File: config.mk
export PLATFORM = sky130hd
export DESIGN_NAME = fetch_unit
export DESIGN_NICKNAME = d
export VERILOG_FILES = /design/src/rtl/fetch_pkg.sv /design/src/rtl/instr_fifo.sv /design/src/rtl/fetch_unit.sv
export SDC_FILE = /design/constraint.sdc
export NUM_CORES = 1
export LEC_CHECK = 0
export ABC_AREA = 1
export BUFFER_PORTS_ARGS = -buffer_cell sky130_fd_sc_hd__buf_2
export CORE_MARGIN = 2
export CORE_UTILIZATION = 35
export CTS_BUF_LIST = sky130_fd_sc_hd__clkbuf_8
export DETAILED_ROUTE_END_ITERATION = 16
export PLACE_DENSITY_LB_ADDON = 0.12
export SLEW_MARGIN = 20
export SYNTH_ARGS = -nofsm -noshare
export SYNTH_HDL_FRONTEND = slang
export SYNTH_SLANG_ARGS = --single-unit
File: constraint.sdc
create_clock -name clk -period 5.94 [get_ports clk]
set_clock_uncertainty 0.05 [all_clocks]
set_input_delay 0 -clock clk [delete_from_list [all_inputs] [get_ports clk]]
set_output_delay 0 -clock clk [all_outputs]
set_load 0.01 [all_outputs]
File: src/rtl/fetch_pkg.sv
// fetch_pkg: default sizes and occupancy counter type shared by the fetch unit
package fetch_pkg;
  localparam int ADDR_WIDTH_DEF = 32;
  localparam int INSTR_WIDTH_DEF = 32;
  localparam int DEPTH_DEF = 4;
  localparam int CNT_W_DEF = $clog2(DEPTH_DEF + 1);
  typedef logic [CNT_W_DEF-1:0] count_t;
  function automatic int cnt_w(input int depth);
    return $clog2(depth + 1);
  endfunction
endpackage

File: src/rtl/instr_fifo.sv
// instr_fifo: synchronous FIFO of pc-tagged instructions with single-cycle flush
module instr_fifo
  import fetch_pkg::*;
#(
  parameter int WIDTH = INSTR_WIDTH_DEF + ADDR_WIDTH_DEF,
  parameter int DEPTH = DEPTH_DEF,
  localparam int CW = cnt_w(DEPTH)
) (
  input  logic             clk,
  input  logic             n_rst,
  input  logic             flush_i,
  input  logic             push_i,
  input  logic [WIDTH-1:0] data_i,
  input  logic             pop_i,
  output logic             valid_o,
  output logic [WIDTH-1:0] data_o,
  output logic [CW-1:0]    count_o
);
  localparam int PW = $clog2(DEPTH);
  localparam logic [CW-1:0] FULL = CW'(DEPTH);
  logic [WIDTH-1:0] mem_q [DEPTH];
  logic [PW-1:0] rd_q, wr_q;
  logic [CW-1:0] count_q;
  logic do_pop, do_push;
  assign valid_o = count_q != '0;
  assign do_pop = pop_i & valid_o;
  assign do_push = push_i & ~flush_i & (count_q != FULL | do_pop);
  assign data_o = valid_o ? mem_q[rd_q] : '0;
  assign count_o = count_q;
  // Storage is left unreset; reads are masked while the queue is empty
  always_ff @(posedge clk)
    if (do_push) mem_q[wr_q] <= data_i;
  // Pointers wrap naturally because DEPTH is a power of two
  always_ff @(posedge clk or negedge n_rst)
    if (!n_rst) begin
      rd_q <= '0;
      wr_q <= '0;
      count_q <= '0;
    end else if (flush_i) begin
      rd_q <= '0;
      wr_q <= '0;
      count_q <= '0;
    end else begin
      rd_q <= rd_q + PW'(do_pop);
      wr_q <= wr_q + PW'(do_push);
      count_q <= count_q + CW'(do_push) - CW'(do_pop);
    end
endmodule

File: src/rtl/fetch_unit.sv
// fetch_unit: sequential instruction fetch with redirect flush and decode buffer
module fetch_unit
  import fetch_pkg::*;
#(
  parameter int ADDR_WIDTH = ADDR_WIDTH_DEF,
  parameter int INSTR_WIDTH = INSTR_WIDTH_DEF,
  parameter int DEPTH = DEPTH_DEF
) (
  input  logic                   clk,
  input  logic                   n_rst,
  input  logic                   i_redirect,
  input  logic [ADDR_WIDTH-1:0]  i_redirect_addr,
  output logic                   o_mem_req_valid,
  output logic [ADDR_WIDTH-1:0]  o_mem_req_addr,
  input  logic                   i_mem_req_ready,
  input  logic                   i_mem_rsp_valid,
  input  logic [INSTR_WIDTH-1:0] i_mem_rsp_data,
  output logic                   o_instr_valid,
  output logic [INSTR_WIDTH-1:0] o_instr_data,
  output logic [ADDR_WIDTH-1:0]  o_instr_pc,
  input  logic                   i_instr_ready
);
  localparam int CW = cnt_w(DEPTH);
  localparam int FW = INSTR_WIDTH + ADDR_WIDTH;
  localparam logic [CW:0] FULL = (CW+1)'(DEPTH);
  logic [ADDR_WIDTH-1:0] fetch_pc_q, fetch_pc_d, rsp_pc_q, rsp_pc_d;
  logic [CW-1:0] out_q, out_d, drop_q, drop_d, fifo_count;
  logic [CW:0] level;
  logic req_fire, rsp_ok, push;
  logic [FW-1:0] fifo_out;
  // Requests are throttled so every in-flight response is guaranteed a buffer slot
  assign level = {1'b0, fifo_count} + {1'b0, out_q};
  assign o_mem_req_valid = n_rst & (level < FULL);
  assign o_mem_req_addr = fetch_pc_q;
  assign req_fire = o_mem_req_valid & i_mem_req_ready;
  assign rsp_ok = i_mem_rsp_valid & (out_q != '0);
  assign push = rsp_ok & ~i_redirect & (drop_q == '0);
  assign {o_instr_pc, o_instr_data} = fifo_out;
  // On redirect every still-unanswered request becomes stale and must be dropped
  always_comb begin
    out_d = out_q + CW'(req_fire) - CW'(rsp_ok);
    fetch_pc_d = i_redirect ? i_redirect_addr : fetch_pc_q + ADDR_WIDTH'(req_fire);
    rsp_pc_d = i_redirect ? i_redirect_addr : rsp_pc_q + ADDR_WIDTH'(push);
    drop_d = i_redirect ? out_d : drop_q - CW'(rsp_ok & (drop_q != '0));
  end
  // Fetch/response pointers and in-flight bookkeeping
  always_ff @(posedge clk or negedge n_rst)
    if (!n_rst) begin
      fetch_pc_q <= '0;
      rsp_pc_q <= '0;
      out_q <= '0;
      drop_q <= '0;
    end else begin
      fetch_pc_q <= fetch_pc_d;
      rsp_pc_q <= rsp_pc_d;
      out_q <= out_d;
      drop_q <= drop_d;
    end
  instr_fifo #(.WIDTH(FW), .DEPTH(DEPTH)) u_fifo (
    .clk     (clk),
    .n_rst   (n_rst),
    .flush_i (i_redirect),
    .push_i  (push),
    .data_i  ({rsp_pc_q, i_mem_rsp_data}),
    .pop_i   (i_instr_ready),
    .valid_o (o_instr_valid),
    .data_o  (fifo_out),
    .count_o (fifo_count)
  );
endmodule

# --- After elaboration in Yosys (flattened, before gate mapping) ---
# Memory sizes are Yosys's and may differ from the RTL's.
# Index checks and enable logic that the tools add are counted.
word_totals:
  reg_bits: 77
  latchBits: 0
  ramBits: 256
  romBits: 0
  in_bits: 70
  out_inout_bits: 98
  word_cells: 44
  memories: 1
op_classes:
  n_addsub: 10
  n_mul: 0
  div: 0
  order_cmp: 1
  eq_ne: 1
  shift: 0
  n_mux: 9
  bitwise: 11
  reduce_logical: 4
mem_list:
  columns: ["name", "depth", "width", "read_ports", "rd_clocked_by_memory_dff", "write_ports", "line_no", "rtl"]
  rows:
  - ["u_fifo.mem_q", 4, 64, 1, 0, 1, "instr_fifo.sv:21", "logic [WIDTH-1:0] mem_q [DEPTH];"]
ops:
  columns: ["cell", "count"]
  rows:
  - ["32-bit by 1-bit adder with 32-bit output", 2]
  - ["32-bit two-way mux", 2]
  - ["64-bit two-way mux", 1]
  - ["1-bit bitwise AND", 9]
  - ["3-bit nonzero test", 3]
  - ["3-bit by 1-bit subtractor with 3-bit output", 3]
  - ["3-bit by 1-bit adder with 3-bit output", 2]
  - ["3-bit two-way mux", 2]
  - ["2-bit by 1-bit adder with 2-bit output", 2]
  - ["3-bit by 3-bit adder with 4-bit output", 1]
  - ["4-bit by 3-bit less-than comparator with 1-bit output, second input constant", 1]
  - ["2-bit two-way mux", 2]
  - ["3-bit zero test", 1]
  - ["3-bit inequality test, second input constant", 1]
  - ["1-bit two-way mux", 2]
  - ["1-bit inverter", 1]
  - ["1-bit OR", 1]

# --- Longest topological paths before layout ---
depth:
  word_depth: 9
  mapped_depth: 16
  ltp_nobuf: 16

# --- Modules after synthesis ---
# Synthesis repeated with hierarchy kept, for this count alone.
unflattened:
  cells_unflattened: 1722
  area_unflattened_um2: 15842.7
by_module_without_submodules:
  columns: ["mod", "instances", "cells_each", "area_each_um2", "seq_area_each_um2"]
  rows:
  - ["instr_fifo", 1, 1062, 11237.0, 7862.5]
  - ["fetch_unit", 1, 660, 4605.7, 1751.7]

# --- Least setup slack after synthesis ---
# OpenSTA, ideal clock, no wires.
synth_timing:
  path_kind: "reg-to-reg"
  start: "reg drop_q[0]"
  end: "mem u_fifo.mem_q[0][0] (netlist name), enable pin"
  setup_ps: 565
  t_arrival_ps: 5198
  required_time_ps: 5325
  path_slack_ps: 127
  path_stages_with_launch: 6
  path_buffers: 0
  synth_period_minus_slack_ps: 5813
  cell_sequence: "dfrtp_1 > nor3_1 > nand3_1 > inv_1 > nand2_1 > nor3_1"
synth_via:
  elab_chain_len: 6
synth_lines:
  columns: ["item", "line_no", "rtl"]
  rows:
  - ["start: declaration", "fetch_unit.sv:27", "logic [CW-1:0] out_q, out_d, drop_q, drop_d, fifo_count;"]
  - ["start signal: assignment", "fetch_unit.sv:57", "drop_q <= drop_d;"]
  - ["3-bit zero test", "fetch_unit.sv:37", "assign push = rsp_ok & ~i_redirect & (drop_q == '0);"]
  - ["1-bit bitwise AND", "fetch_unit.sv:37", null]
  - ["1-bit bitwise AND (2 in a row)", "instr_fifo.sv:27", "assign do_push = push_i & ~flush_i & (count_q != FULL | do_pop);"]
  - ["1-bit two-way mux", "instr_fifo.sv:32", "if (do_push) mem_q[wr_q] <= data_i;"]
  - ["1-bit two-way mux (not written as such)", "instr_fifo.sv:32", null]
  - ["end: declaration", "instr_fifo.sv:21", null]
# No other way between the ends.

# --- Final worst setup path ---
layout_timing:
  start: "reg u_fifo.rd_q[0]"
  end: "out o_instr_pc[17]"
layout_via:
  elab_chain_len: 2
layout_lines:
  columns: ["item", "line_no", "rtl"]
  rows:
  - ["start: declaration", "instr_fifo.sv:22", "logic [PW-1:0] rd_q, wr_q;"]
  - ["start signal: assignment", "instr_fifo.sv:44", "rd_q <= rd_q + PW'(do_pop);"]
  - ["memory 4 x 64 bit", null, null]
  - ["64-bit two-way mux", "instr_fifo.sv:28", "assign data_o = valid_o ? mem_q[rd_q] : '0;"]
  - ["end: declaration", "fetch_unit.sv:20", "output logic [ADDR_WIDTH-1:0] o_instr_pc,"]
# No other way between the ends.

==> key figures <==
Placement
  – Dpl cell area: 0.01630 sq mm
  – Post-DP HPWL: 22840 um
  – Gpl congestion: between 0.7 and 0.8
  – Buffers on Ports: ~170

STA
  – Hold WS: around 0.066 ns
  – Least-Margin Pin Slew: approximately 1.1 ns
  – Final setup violation count: 0
  – Hold Violations, Final: 0
  – Crit path time final: about 3.3 ns
  – Final period util: 0.5628
  – Final Max Slew Viols: 0
  – RSZ-0062 raised after global routing: no
  – TNS Setup: 0 ns
  – Slew headroom: 0.2874
  – Fmax: between 200 and 300 MHz

Critical path
  – Top cell family by delay on the critical path: buffers and inverters
  – Bufs and invs on worst path: 3
  – Crit path kind: reg2out
  – Setup crit start kind: register
  – Worst path max stage delay: roughly 0.79 ns
  – Crit end category: output pin
  – CP Data Arrival Time: 3.29 ns
  – Crit-path slowest cell: buf_4
  – Crit path max fanout: 96
  – Data required, critical path: between 5 and 6 ns
  – Crit-path cells: inv_2 -> buf_4 -> o21ai_0 -> a21oi_1 -> buf_2

Synth
  – Yosys warns: 0
  – Top-count cell post-synth: nor2_1
  – Dominant cell type by area after synthesis: edfxtp_1
  – Synth async-reset ratio: 0.2312
  – Share of the synthesized area in the top cell type: 0.5122
  – Post-synth EDFFs: 256
  – Synthesized area: ~0.015 sq mm
  – Synth Register Bits: about 330
  – Register area share after synthesis: 0.6405
  – Largest family of logic cells by synthesized area: simple AND/OR/NAND/NOR gates
  – Synth Flop Type: edfxtp_1
  – Mapped Cells: 1462
  – Synth Area in XOR/XNOR: 0.003501
  – Adder-Cell Fraction of Synth Area: 0.01434
  – Top post-synthesis cells by count: 326 x nor2_1, 256 x edfxtp_1, 227 x nand2_1, 151 x o21ai_0, 87 x inv_1
  – Synth unique cells: 36
  – Most area-consuming cells after synthesis: edfxtp_1 51%, dfrtp_1 13%, nor2_1 8.2%
  – Compound-Gate Fraction of Synth Area: 0.08753
  – Simple-gate area share of the yosys netlist: 0.2067
  – Avg Cell Area, Syn: a little over 10 sq um
  – Syn Nets: 1548
  – Proportion of synthesized area in mux cells: 0

Layout
  – Final core utilization: 0.4306
  – Ratio of cells with drive above 1 in the final layout: 0.1806
  – P&R area growth vs syn: 20.86%
  – Antenna diodes: 0
  – Fin area: about 0.018 sq mm
  – Nets@finish: around 1800

Detailed routing
  – First drt pass iteration count: 4
  – Vias: 10910
  – DR vias/cell: between 4 and 5
  – DR WL/cell: approximately 17 um
  – # DRC: 0
  – WL final: slightly below 40000 um
  – Post-DRT Antenna Nets: 0
  – DRT iter0 DRCs: approximately 520

Power and ir drop
  – Power Dens Cells: 366.2 mW/mm^2
  – Clock power frac: 0.289
  – Sequential power share: 0.424
  – Leak: between 7 and 8 nW
  – Power share of the combinational group: 0.287
  – P_sw: about 2.4 mW
  – Sw Ratio: 0.3556
  – Internal Dissipation: 4.281 mW
  – Worst vdd ir: 0.2207 mV

Clocking
  – CTS tree: yes
  – Resized cells post-CTS: 0
  – Root buffer cell: clkbuf_8
  – Clock insertion delay at the later pin of the skew report: 0.63 ns
  – Clock Pin Slew Worst Setup and Hold Paths: about 0.060 ns
  – Total CTS buffers: 57
  – Max H-tree Level: 2
  – Max Root-Sink Buffers: 3
  – Buffer count from post-CTS setup fixing: 0
  – Sink Count: roughly 330

Die
  – Core area: roughly 0.042 sq mm
  – Die X: approximately 210 um
  – Die area: between 0.04 and 0.05 sq mm
  – Die Span Y: between 200 and 250 um
  – Starting Density: 0.3562
  – Io pins: 168
  – # rows: between 70 and 80

Run
  – Max-cap check violation count: 0

Global routing
  – Vias in the first global route: 10960
  – Initial antenna violation count: 0
  – All-Layer GR Usage: 0.1771
  – First-pass GRT wire length: 61000 um
  – Largest net degree at the start of global routing: 97
  – Total grt overflow: 0

Run status
  – Status: finished clean

Min path
  – HP Class: in2reg
cells by family after synthesis:
| logic type | Yosys count |
|---|---|
| DFF | 333 |
| adders and majority gates | 16 |
| and+or+nand+nor | 701 |
| buffers and inverters | 152 |
| AOI/OAI and AO/OA | 254 |
| xor gates and xnor gates | 6 |
worst reg2reg max path: stages (launching register included):
cell and delay [ns]:
dfrtp_1 0.44, or2_1 0.29, nor2_4 0.08, buf_4 0.73, nor2_1 0.16, ha_1 0.33
inv_1 0.06, ha_1 0.13, inv_1 0.05, fa_1 0.37, and3_1 0.17, nor3_1 0.13
stage by stage:
stage          cells  power, mW  worst slack, ns
3_3_place_gp    2122      4.750            2.898
3_5_place_dp    2122      4.765            2.847
2_1_floorplan   1462      4.045           0.1268
4_1_cts         2305      6.773            2.407
6_report        2305      6.643            2.597
5_1_grt         2305      7.075            2.258
final timing paths:
kind | end | slack, ns | cells past startpoint | start
min in group asynchronous | o_mem_req_addr[22] | 0.44 | 4 | n_rst
min reg2reg | out_q[2] | 0.49 | 1 | out_q[2]
min | u_fifo.mem_q[1][1] | 0.07 | 2 | i_mem_rsp_data[1]
max reg2reg | u_fifo.count_o[2] | 2.86 | 11 | u_fifo.count_o[1]
max in group asynchronous | u_fifo.rd_q[0] | 4.80 | 4 | n_rst
max | o_instr_pc[17] | 2.60 | 5 | u_fifo.rd_q[0]
power by group through the flow:
stage,registers (mW),logic (mW),clock network [mW]
2_1_floorplan,2.80,1.24,0
3_3_place_gp,2.86,1.89,0
3_5_place_dp,2.86,1.90,0
4_1_cts,2.82,1.95,2.00
5_1_grt,2.84,2.13,2.10
6_report,2.82,1.90,1.92
cells in the final DEF (no fill, tap or decap), types with 2 or more instances in the layout:
master and count:
inv_1 107, nand2_1 227, nand3b_1 4, nand2_2 17, edfxtp_1 256, o21bai_1 12
ha_1 14, a21oi_1 72, nor2_4 14, clkbuf_8 60, clkinv_2 5, nor3_2 4
buf_4 16, o21ai_1 11, nand3_1 77, dlygate4sd3_1 77, nand2_4 5, o21ai_0 151
buf_2 166, clkinv_1 18, inv_2 3, nor2_8 7, xnor2_1 3, o22ai_1 6
fa_1 2, nor3_1 2, xor2_1 3, nor2_2 12, and2_1 2, nor2_1 325
dfrtp_1 75, or2_2 2
final cells by class:
class / count / area, sq um
multi-input cells: 977 / 4712
clock buffers: 60 / 825.8
repair buffers: 260 / 1742
well taps: 539 / 674.4
fillers: 4109 / 23990
clock inverters: 45 / 225.2
flip-flops and latches: 333 / 9619
inverters: 91 / 342.8
routing by layer:
metal / share of wire / wire length (um) / track usage / up-vias
met5: 0 / 0 / 0 / -
li1: - / - / - / 5447
met1: 0.47 / 18440 / 0.2390 / 5182
met2: 0.47 / 18240 / 0.2916 / 229
met4: 0.019 / 759 / 0.05415 / 0
met3: 0.043 / 1698 / 0.03078 / 50
flip-flops by register name, indices dropped and copies added, names as in the netlist:
name            flops
rsp_pc_q           32
u_fifo.wr_q         2
u_fifo.mem_q      256
drop_q              3
o_mem_req_addr     32
u_fifo.count_o      3
u_fifo.rd_q         2
out_q               3
what timing repair did:
item                                    CTS  global route
hold buffers                             78             0
hold endpoints to repair                280             0
endpoints found under the setup margin    0             0
(Power assumes the default switching activity.)
